$ cat src/rtl/clk_enable_divider.sv
// Runtime-programmable clock-enable divider: one-cycle tick per period plus a
// near-50% divided level, with shadowed divisor reload, count gating and phase restart.
module clk_enable_divider #(
    parameter int unsigned WIDTH       = 8,
    parameter int unsigned DEFAULT_DIV = 4
) (
    input  logic             clk,
    input  logic             rst,
    input  logic             en,
    input  logic [WIDTH-1:0] div,
    input  logic             div_load,
    input  logic             sync,
    output logic             tick,
    output logic             clk_div,
    output logic [WIDTH-1:0] count,
    output logic [WIDTH-1:0] div_active,
    output logic             pending
);

    localparam int unsigned SW = WIDTH + 1;

    logic [WIDTH-1:0] shadow;
    logic [WIDTH-1:0] load_val;
    logic [WIDTH-1:0] count_nx;
    logic [WIDTH-1:0] div_nx;
    logic [WIDTH-1:0] shadow_nx;
    logic             pending_nx;
    logic             tick_nx;
    logic             clk_div_nx;
    logic             wrap;
    logic [SW-1:0]    half;

    // Next-state: sync beats counting; the new divisor lands only at a period boundary.
    always_comb begin
        load_val   = (div == '0) ? WIDTH'(1) : div;
        wrap       = en && (count == (div_active - WIDTH'(1)));
        count_nx   = count;
        div_nx     = div_active;
        shadow_nx  = div_load ? load_val : shadow;
        pending_nx = pending;
        tick_nx    = 1'b0;
        clk_div_nx = clk_div;
        half       = '0;

        if (sync || wrap) begin
            count_nx   = '0;
            pending_nx = 1'b0;
            tick_nx    = wrap && !sync;
            if (div_load) begin
                div_nx = load_val;
            end else if (pending) begin
                div_nx = shadow;
            end
        end else begin
            if (en) begin
                count_nx = count + WIDTH'(1);
            end
            if (div_load) begin
                pending_nx = 1'b1;
            end
        end

        // Sum carried in WIDTH+1 bits so the maximum divisor does not overflow.
        half = (SW'(div_nx) + SW'(1)) >> 1;
        if (sync) begin
            clk_div_nx = 1'b0;
        end else if (en) begin
            clk_div_nx = (SW'(count_nx) < half);
        end
    end

    always_ff @(posedge clk) begin
        if (rst) begin
            count      <= '0;
            div_active <= WIDTH'(DEFAULT_DIV);
            shadow     <= WIDTH'(DEFAULT_DIV);
            pending    <= 1'b0;
            tick       <= 1'b0;
            clk_div    <= 1'b0;
        end else begin
            count      <= count_nx;
            div_active <= div_nx;
            shadow     <= shadow_nx;
            pending    <= pending_nx;
            tick       <= tick_nx;
            clk_div    <= clk_div_nx;
        end
    end

endmodule

$ cat config.mk
export PLATFORM = sky130hd
export DESIGN_NAME = clk_enable_divider
export DESIGN_NICKNAME = d
export VERILOG_FILES = /design/src/rtl/clk_enable_divider.sv
export SDC_FILE = /design/constraint.sdc
export NUM_CORES = 1
export LEC_CHECK = 0
export CAP_MARGIN = 20
export CORE_MARGIN = 2
export CORE_UTILIZATION = 55
export DETAILED_ROUTE_END_ITERATION = 10
export DONT_BUFFER_PORTS = 1
export MAX_ROUTING_LAYER = met4
export PLACE_DENSITY = 0.72
export SLEW_MARGIN = 40
export SYNTH_ARGS = -nofsm -noshare
export SYNTH_HDL_FRONTEND = slang
export SYNTH_SLANG_ARGS = --single-unit
$ cat constraint.sdc
create_clock -name clk -period 5.55 [get_ports clk]
set_input_delay 0.2775 -clock clk [delete_from_list [all_inputs] [get_ports clk]]
set_output_delay 0.2775 -clock clk [all_outputs]
set_load 0.05 [all_outputs]
==> summary.md <==
| Metric | Value |
|---|---|
| Crit path from | div_active[0] |
| Sequential share of power | 52.9% |
| Net Sw Frac | 32.7% |
| Net count reported at finish | 262 |
| Row count | 22 |
| Final setup margin | 1.27 ns |
| Post-cts sizing count | 0 |
| Max-slew headroom | 43.7% |
| Final period util | 77.2% |
| Post-synth EDFFs | 0 |
| DRT iter0 DRCs | 152 |
| Syn. warnings | 0 |
| PwrDens | 213 nW/um^2 |
| Vias in the first global route | 1595 |
| Worst slew pin tran | 0.843 ns |
| Clock Pin Slew Worst Setup and Hold Paths | 0.10 ns |
| Max-slew violations | 0 |
| H-tree depth | 1 |
| DR pass1 iterations | 4 |
| Area grow syn2layout | 1.97% |
| DP HPWL | 3530 um |
| Root buf cell | clkbuf_8 |
| Boundary Pins | 32 |
| TritonCTS Buffers | 3 |
| Clock group share of total power | 26.0% |
| Combinational Power Share | 21.1% |
| Total global-route track usage | 24.2% |
| PortBufs | 0 |
| Total gr overflow | 0 |
| Maximum VDD drop | 0.142 mV |
| Minimum clock period after layout | 4.28 ns |
| Hold Crit Start | rst |
| CTS sink count | 27 |
| Die Ht | 64.8 um |
| Critical Path Source Type | flip-flop |
| Setup Skew | 0.00723 ns |
| Syn_nets | 271 |
| Commonest cells post-synth | nor2_1, dfxtp_1, mux2i_1, a21oi_1, nand2_1 |
| Final hold violations | 0 |
| Gpl congestion | 0.887 |
| Syn avg cell area | 8.20 um^2 |
| Internal Power | 0.297 mW |
| Setup violators final | 0 |
| Fill count | 334 |
| Lkg Pwr | 0.759 nW |
| Hold crit path type | in -> reg |
| Drt wl/cell | 16.4 um |
| Layout cells sized above 1 | 6.30% |
| Diodes inserted | 0 |
| Initial antenna violation count | 0 |
| Overall power | 0.441 mW |
| Post-place setup slack | 1.33 ns |
| Most frequent cell after synthesis | nor2_1 |
| Clk_lat worst skew | 0.27 ns |
| Vias | 1737 |
| Top cell type's share of synthesized area | 26.6% |
| Cell taking the most area after synthesis | dfxtp_1 |
| Yosys reg bits | 27 |
| Core area | 3610 um^2 |
| # hold bufs at CTS | 0 |
| Pin count of the biggest net entering global routing | 26 |
| Syn Inst Count | 248 |
| Global-route wire length before repair | 7810 um |
| Fmax | 233 MHz |
| Top cells by area, synth | dfxtp_1, mux2i_1, nor2_1, ha_1, xor2_1 |
| DRC | 0 |
| CTS Buffer Depth | 2 |
| Register area share after synthesis | 26.6% |
| Status | finished, final reports clean |
| Worst hold slack | 0.0594 ns |
| Async set or reset register ratio after synthesis | 0% |
| Reg-to-Reg Start | div_active[0] |
| Max-cap violations | 0 |
| Synth cell types | 55 |
| CTS tree | done |
| Full die area | 4200 um^2 |
| Synth Flop Type | dfxtp_1 |
| Arr. time, crit path | 4.48 ns |
| Post-CTS setup buffer count | 0 |
| Antenna-violating nets left | 0 |
| Via-to-Cell Ratio | 6.07 |
| Final TNS setup | 0 ns |
| Routed WL | 4700 um |
| Chip Width | 64.8 um |
| Crit Path Max Fanout | 18 |
| P_sw | 0.144 mW |
| Post-synthesis cell area | 2030 um^2 |
| CP required | 5.75 ns |
| Endpoint class of the critical path | flip-flop |
| Initial Util | 56.4% |
| RSZ-0062 raised after global routing | no |
| Crit Path Category | reg -> reg |
-- routing by layer --
layer  global-route usage, %  wire (um)
met5                       -          0
met2                    34.1       2050
met1                    35.7       2330
met4                    5.85         69
met3                    4.34        252
-- flip-flops by register name, indices dropped and copies added, names as in the netlist --
name and count:
count 8, pending 1, div_active 8, tick 1, shadow 8, clk_div 1
-- critical path: stages, from the launching register on --
cell	delay, ns
dfxtp_1	0.79
inv_1	0.13
ha_1	0.31
xnor2_1	0.19
and4b_1	0.21
a41oi_1	0.07
a211oi_4	0.26
buf_4	0.28
mux2i_1	0.46
ha_1	0.34
nand2_1	0.09
xor2_1	0.16
ha_1	0.31
a21oi_1	0.14
nor2b_1	0.06
o21ai_0	0.15
o211ai_1	0.10
o21ai_0	0.18
-- power groups by stage --
stage,registers [mW],clock network (mW),logic [mW]
6_report,0.233,0.115,0.0930
5_1_grt,0.235,0.124,0.105
4_1_cts,0.233,0.115,0.0929
3_5_place_dp,0.238,0,0.0924
3_3_place_gp,0.238,0,0.0913
2_1_floorplan,0.233,0,0.0874
-- placed cells by master (no fill, tap or decap), types with 2 or more instances in the layout --
cell type | synthesis | routed
buf_4 | 1 | 3
o211ai_1 | 2 | 2
ha_1 | 10 | 10
o22ai_1 | 10 | 10
or2_1 | 3 | 3
xor2_1 | 11 | 11
o21a_1 | 2 | 2
nand4_1 | 5 | 5
clkbuf_8 | 0 | 3
mux2i_1 | 19 | 19
o21ai_0 | 6 | 6
nand3_1 | 5 | 5
nand2b_1 | 4 | 4
nor2_1 | 34 | 34
o221ai_1 | 2 | 2
nor3_1 | 8 | 8
inv_1 | 3 | 3
xnor2_1 | 9 | 9
nor2b_1 | 9 | 9
and3_1 | 2 | 2
nand3b_1 | 2 | 2
or3_1 | 2 | 2
a21oi_1 | 12 | 12
dfxtp_1 | 27 | 27
a21o_1 | 5 | 5
a211oi_1 | 2 | 2
o31a_1 | 2 | 2
nand2_1 | 12 | 12
-- path summary, 6_finish.rpt --
path | slack, ns | endpoint | depth (start not counted)
max | 1.27 | clk_div | 17
min | 0.06 | div_active[7] | 1
max reg2reg | 1.27 | clk_div | 17
min reg2reg | 0.49 | shadow[3] | 2
-- cells by family (layout without fill, tap and decap cells) --
family | after synthesis | count (layout) | share of synthesized area [%]
flops | 27 | 27 | 26.6
mux | 20 | 20 | 9.91
simple gates | 97 | 97 | 25.4
buf+inv | 21 | 11 | 5.05
fa+ha+maj | 10 | 10 | 6.15
xor+xnor | 20 | 20 | 8.62
compound gates | 53 | 53 | 18.3
-- area by class of cell --
type | instances | area, um^2 | area share, %
clock buffers | 4 | 45.0 | 2.17
inverters | 4 | 15.0 | 0.724
multi-input cells | 200 | 1390 | 67.0
flip-flops and latches | 27 | 541 | 26.1
well taps | 48 | 60.1 | 2.90
repair buffers | 3 | 22.5 | 1.09
-- through the flow --
step                instance area, um^2  util [%]  instances
global placement                   2030      56.2        282
finish                             2070      57.5        286
floorplan                          2030         -        248
CTS                                2070      57.5        286
detailed placement                 2030      56.2        282
global route                       2070      57.5        286
(Power assumes the default switching activity.)
